===== src/rtl/int_to_fp_conv.sv =====
// Multi-cycle 32-bit signed integer to IEEE-754 single-precision converter.
// Normalizes with one left shift per clock, then rounds to nearest-even.
//
// state | meaning
// IDLE  | waiting for strt, fp_out holds the last result
// NORM  | shifting mag left until bit 31 is set (or mag is zero)
// ROUND | round-to-nearest-even, register fp_out, pulse done
module int_to_fp_conv #(
  parameter int unsigned BIAS     = 127,
  parameter int unsigned EXP_INIT = BIAS + 31
) (
  input  logic        clk,
  input  logic        rst,
  input  logic        strt,
  input  logic [31:0] in_int,
  output logic        busy,
  output logic        done,
  output logic [31:0] fp_out
);

  typedef enum logic [1:0] {
    IDLE  = 2'd0,
    NORM  = 2'd1,
    ROUND = 2'd2
  } state_e;

  localparam logic [7:0] EXP_START = 8'(EXP_INIT);

  state_e      state_q, state_d;
  logic [31:0] mag_q, mag_d;
  logic [7:0]  exp_q, exp_d;
  logic        sign_q, sign_d;
  logic [31:0] fp_q, fp_d;
  logic        done_q, done_d;

  logic        rnd_up;
  logic [23:0] man_sum;
  logic [7:0]  exp_rnd;
  logic [31:0] fp_rnd;

  always_ff @(posedge clk or posedge rst) begin
    if (rst) begin
      state_q <= IDLE;
      mag_q   <= 32'h0;
      exp_q   <= 8'h0;
      sign_q  <= 1'b0;
      fp_q    <= 32'h0;
      done_q  <= 1'b0;
    end else begin
      state_q <= state_d;
      mag_q   <= mag_d;
      exp_q   <= exp_d;
      sign_q  <= sign_d;
      fp_q    <= fp_d;
      done_q  <= done_d;
    end
  end

  always_comb begin
    state_d = state_q;
    mag_d   = mag_q;
    exp_d   = exp_q;
    sign_d  = sign_q;
    case (state_q)
      IDLE: begin
        if (strt) begin
          sign_d  = in_int[31];
          // Negating 32'h8000_0000 wraps back to itself, which is the right magnitude.
          mag_d   = in_int[31] ? (~in_int + 32'd1) : in_int;
          exp_d   = EXP_START;
          state_d = NORM;
        end
      end
      NORM: begin
        if ((mag_q == 32'h0) || mag_q[31]) begin
          state_d = ROUND;
        end else begin
          mag_d = mag_q << 1;
          exp_d = exp_q - 8'd1;
        end
      end
      ROUND:   state_d = IDLE;
      default: state_d = IDLE;
    endcase
  end

  always_comb begin
    busy    = (state_q == NORM) || (state_q == ROUND);
    rnd_up  = mag_q[7] & ((|mag_q[6:0]) | mag_q[8]);
    // A carry out of the mantissa leaves it zero and bumps the exponent.
    man_sum = {1'b0, mag_q[30:8]} + {23'h0, rnd_up};
    exp_rnd = exp_q + {7'h0, man_sum[23]};
    fp_rnd  = (mag_q == 32'h0) ? 32'h0 : {sign_q, exp_rnd, man_sum[22:0]};
    done_d  = (state_q == ROUND);
    fp_d    = (state_q == ROUND) ? fp_rnd : fp_q;
  end

  assign done   = done_q;
  assign fp_out = fp_q;

endmodule


===== config.mk =====
export PLATFORM = sky130hd
export DESIGN_NAME = int_to_fp_conv
export DESIGN_NICKNAME = d
export VERILOG_FILES = /design/src/rtl/int_to_fp_conv.sv
export SDC_FILE = /design/constraint.sdc
export NUM_CORES = 1
export LEC_CHECK = 0
export CAP_MARGIN = 25
export CORE_ASPECT_RATIO = 1.4
export CORE_MARGIN = 5
export CORE_UTILIZATION = 45
export DETAILED_ROUTE_END_ITERATION = 10
export GPL_ROUTABILITY_DRIVEN = 0
export PLACE_DENSITY = 0.69
export SYNTH_ARGS = -nofsm -noshare
export SYNTH_HDL_FRONTEND = slang
export SYNTH_SLANG_ARGS = --single-unit

===== constraint.sdc =====
create_clock -name clk -period 4.5 [get_ports clk]
set_clock_uncertainty 0.1 [all_clocks]
set_input_delay 0.675 -clock clk [delete_from_list [all_inputs] [get_ports clk]]
set_output_delay 0.675 -clock clk [all_outputs]
set_load 0.05 [all_outputs]

==> results.toml <==
[clock_network]
cts_buffers = 9
cts_sinks = 76
cts_resized = 0
post_cts_buffers = 0
insertion_delay_ns = 0.34
clkTransAtPathRegs_ns = 0.06
cts.path.max_buffers = 2
cts.htree.levels = 3
cts-hold-fix-buffers = 0
cts_tree = "built"
cts-root-buf = "clkbuf_16"

[finish]
post_route_cells_drive_above_1_share_pct = 11.1
antenna_cells = 0
n_fill_cell = 981
final_cells = 753
areaGrowthSynthToFinish_pct = 21.6
layout_commonest_cell = "dfrtp_1"
final_cell_area_um2 = 5990
layout.nets = 651
final_cell_mix = "76 x dfrtp_1, 68 x clkdlybuf4s50_1, 51 x inv_1, 33 x nand2_1"

[global_route]
grt_usage_pct = 19.4
grt_max_degree = 40
grt_overflow_total = 0
use_met3_pct = 4.68
grt_util_met2_pct = 33.1
antenna_found_initial = 0
grt_pass1_vias = 4303
grt_pass1_wl_mm = 21.2
met1_usage_pct = 24.4
grt_busiest_layer = "met2"

[placed_design]
place_ws_ns = 0.989
port_buffers = 68
dpl.cell_count = 737
placed_area_um2 = 5680
dp.final_hpwl_mm = 9.30

[timing]
final_hold_viol_count = 0
worst_slew_pin_slew_ns = 0.849
whs_ns = 0.380
max_freq_ghz = 0.314
finalCritPeriodShare_pct = 70.8
drv_slew = 0
setup_slack_ns = 1.31
tns_ns = 0
rsz0062_at_grt = "false"
finalCriticalPeriod_ns = 3.19
maxSlewHeadroom_pct = 43.0
setup_viol = 0

[synthesis]
synthXorXnorAreaFrac_pct = 7.47
synth-simple-area-share_pct = 21.0
seq_area_frac_synth_pct = 38.6
ys_seq_elements = 76
synth_compound_gate_area_share_pct = 15.8
synthMuxAreaShare_pct = 7.04
synth_top_family_by_area = "simple AND/OR/NAND/NOR gates"
async_reset_ff_share_pct = 100
synth_edf_count = 0
avgSynthCellArea_um2 = 8.81
synthesis.nets = 603
synth.distinct_cells = 59
synthFlopType = "dfrtp_1"
synth_warnings = 0
synthAdderAreaFrac_pct = 2.29
syn_inst = 559
syn_area_um2 = 4930

[floorplan]
die_h_um = 134
dieWidth_um = 98.4
die_area_um2 = 13200
start_util_pct = 45.6
pin_count = 69
row_count = 45
core_area_um2 = 10800

[worst_setup_path]
worstPathArrival_ns = 3.31
regToRegEndpoint = "fp_out[29]"
worstReg2RegStart = "mag_q[11]"
critPathBufInv = 1
rrSetupSlack_ns = 1.49
cp_slowest_cell = "or4_1"
cp-start-kind = "primary input"
cp_data_required_time_ns = 4.62
r2r_cells = 10
critPathTopFamily = "simple AND/OR/NAND/NOR gates"
worstPathMaxFanout = 9
path_cells = "clkdlybuf4s50_1, or4_1, or4_2, o311ai_0, nand3_1, mux2_2"
slowest_delay_ns = 0.73
path_class = "primary input to flop"
end_kind = "flop"

[route]
dr.pass1.iters = 7
viasPerCell = 5.96
detail-route-antenna-nets = 0
routed_wl_mm = 12.8
drt_iter0_markers = 257
routedWlPerCell_um = 16.9
drc = 0
routed-via-count = 4489

[power]
power_density_nw_per_um2 = 721
p_leak_nw = 2.40
ir_drop_uv = 332

[hold_path]
min_to = "sign_q"
hp-start = "sign_q"
hold_class = "flop to flop"
holdPathStages = 2

[outcome]
status = "finished clean"

[run]
cap_violations = 0
stage by stage:
step	total power, W	util [%]
2_1_floorplan	0.00295	-
3_3_place_gp	0.00352	52.6
3_5_place_dp	0.00359	52.6
4_1_cts	0.00434	55.4
5_1_grt	0.00460	55.4
6_report	0.00432	55.4
registers in the layout (all words and copies together) (netlist names):
signal	flops
fp_out	32
exp_q	8
state_q	2
sign_q	1
done	1
mag_q	32
power by group:
part / internal [W] / switching (W)
clock: 0.000458 / 0.000276
sequential: 0.000988 / 0.000341
combinational: 0.000924 / 0.00133
total: 0.00237 / 0.00195
worst register-to-register path: stages (launching register included):
cell and delay, ns:
dfrtp_1 0.49, nand4_1 0.29, nor3_1 0.40, nand2_1 0.13
nor4b_1 0.45, ha_1 0.26, ha_1 0.19, nand3_1 0.13
nor3_1 0.21, xnor2_1 0.15, o22ai_1 0.09
Yosys cell counts (all sizes together), types with 4 or more instances:
master	instances	area, um2
dfrtp	76	1900
inv	53	199
clkbuf	34	131
nand2	33	124
nand3	32	160
o22ai	32	200
mux2	29	327
o21ai	27	135
xor2	26	228
nor2	23	86.3
nor4	21	138
nand4	16	100
nor3	16	80.1
xnor2	16	140
or4	12	95.1
a21oi	11	55.1
and3	11	68.8
ha	9	113
buf	7	36.3
or3	7	46.3
nand2b	6	37.5
o211ai	6	45.0
a31oi	5	31.3
a2bb2oi	4	35.0
o31ai	4	30.0
worst max-delay path by stage:
stage,start,to,slack [ns],cells past startpoint
2_1_floorplan,in_int[4],mag_q[29],1.56,7
3_3_place_gp,in_int[14],mag_q[18],1.04,6
3_5_place_dp,in_int[14],mag_q[18],0.99,6
4_1_cts,in_int[14],mag_q[18],1.34,6
5_1_grt,in_int[14],mag_q[18],1.19,6
6_report,in_int[14],mag_q[18],1.31,6
metal layers:
| metal | vias up | share of wire, % |
|---|---|---|
| li1 | 2141 | - |
| met1 | 2185 | 43 |
| met2 | 144 | 50 |
| met3 | 19 | 5.9 |
| met4 | 0 | 1.4 |
| met5 | - | 0 |
cell type report:
class	count	area [um2]	area share (%)
multi-input combinational	388	2640	44.1
sequential	76	1900	31.8
timing repair buffer	79	763	12.7
clock buffer	12	256	4.28
inverter	53	199	3.32
tap	141	176	2.95
clock inverter	4	47.5	0.794
kinds of logic (layout without fill, tap and decap cells):
family          Yosys count  count (layout)
buf+inv                  95             148
compound gates          116             116
xor+xnor                 42              42
mux                      31              31
fa+ha+maj                 9               9
simple gates            190             190
flops                    76              76
No activity file was read; power rests on OpenSTA's default activity.
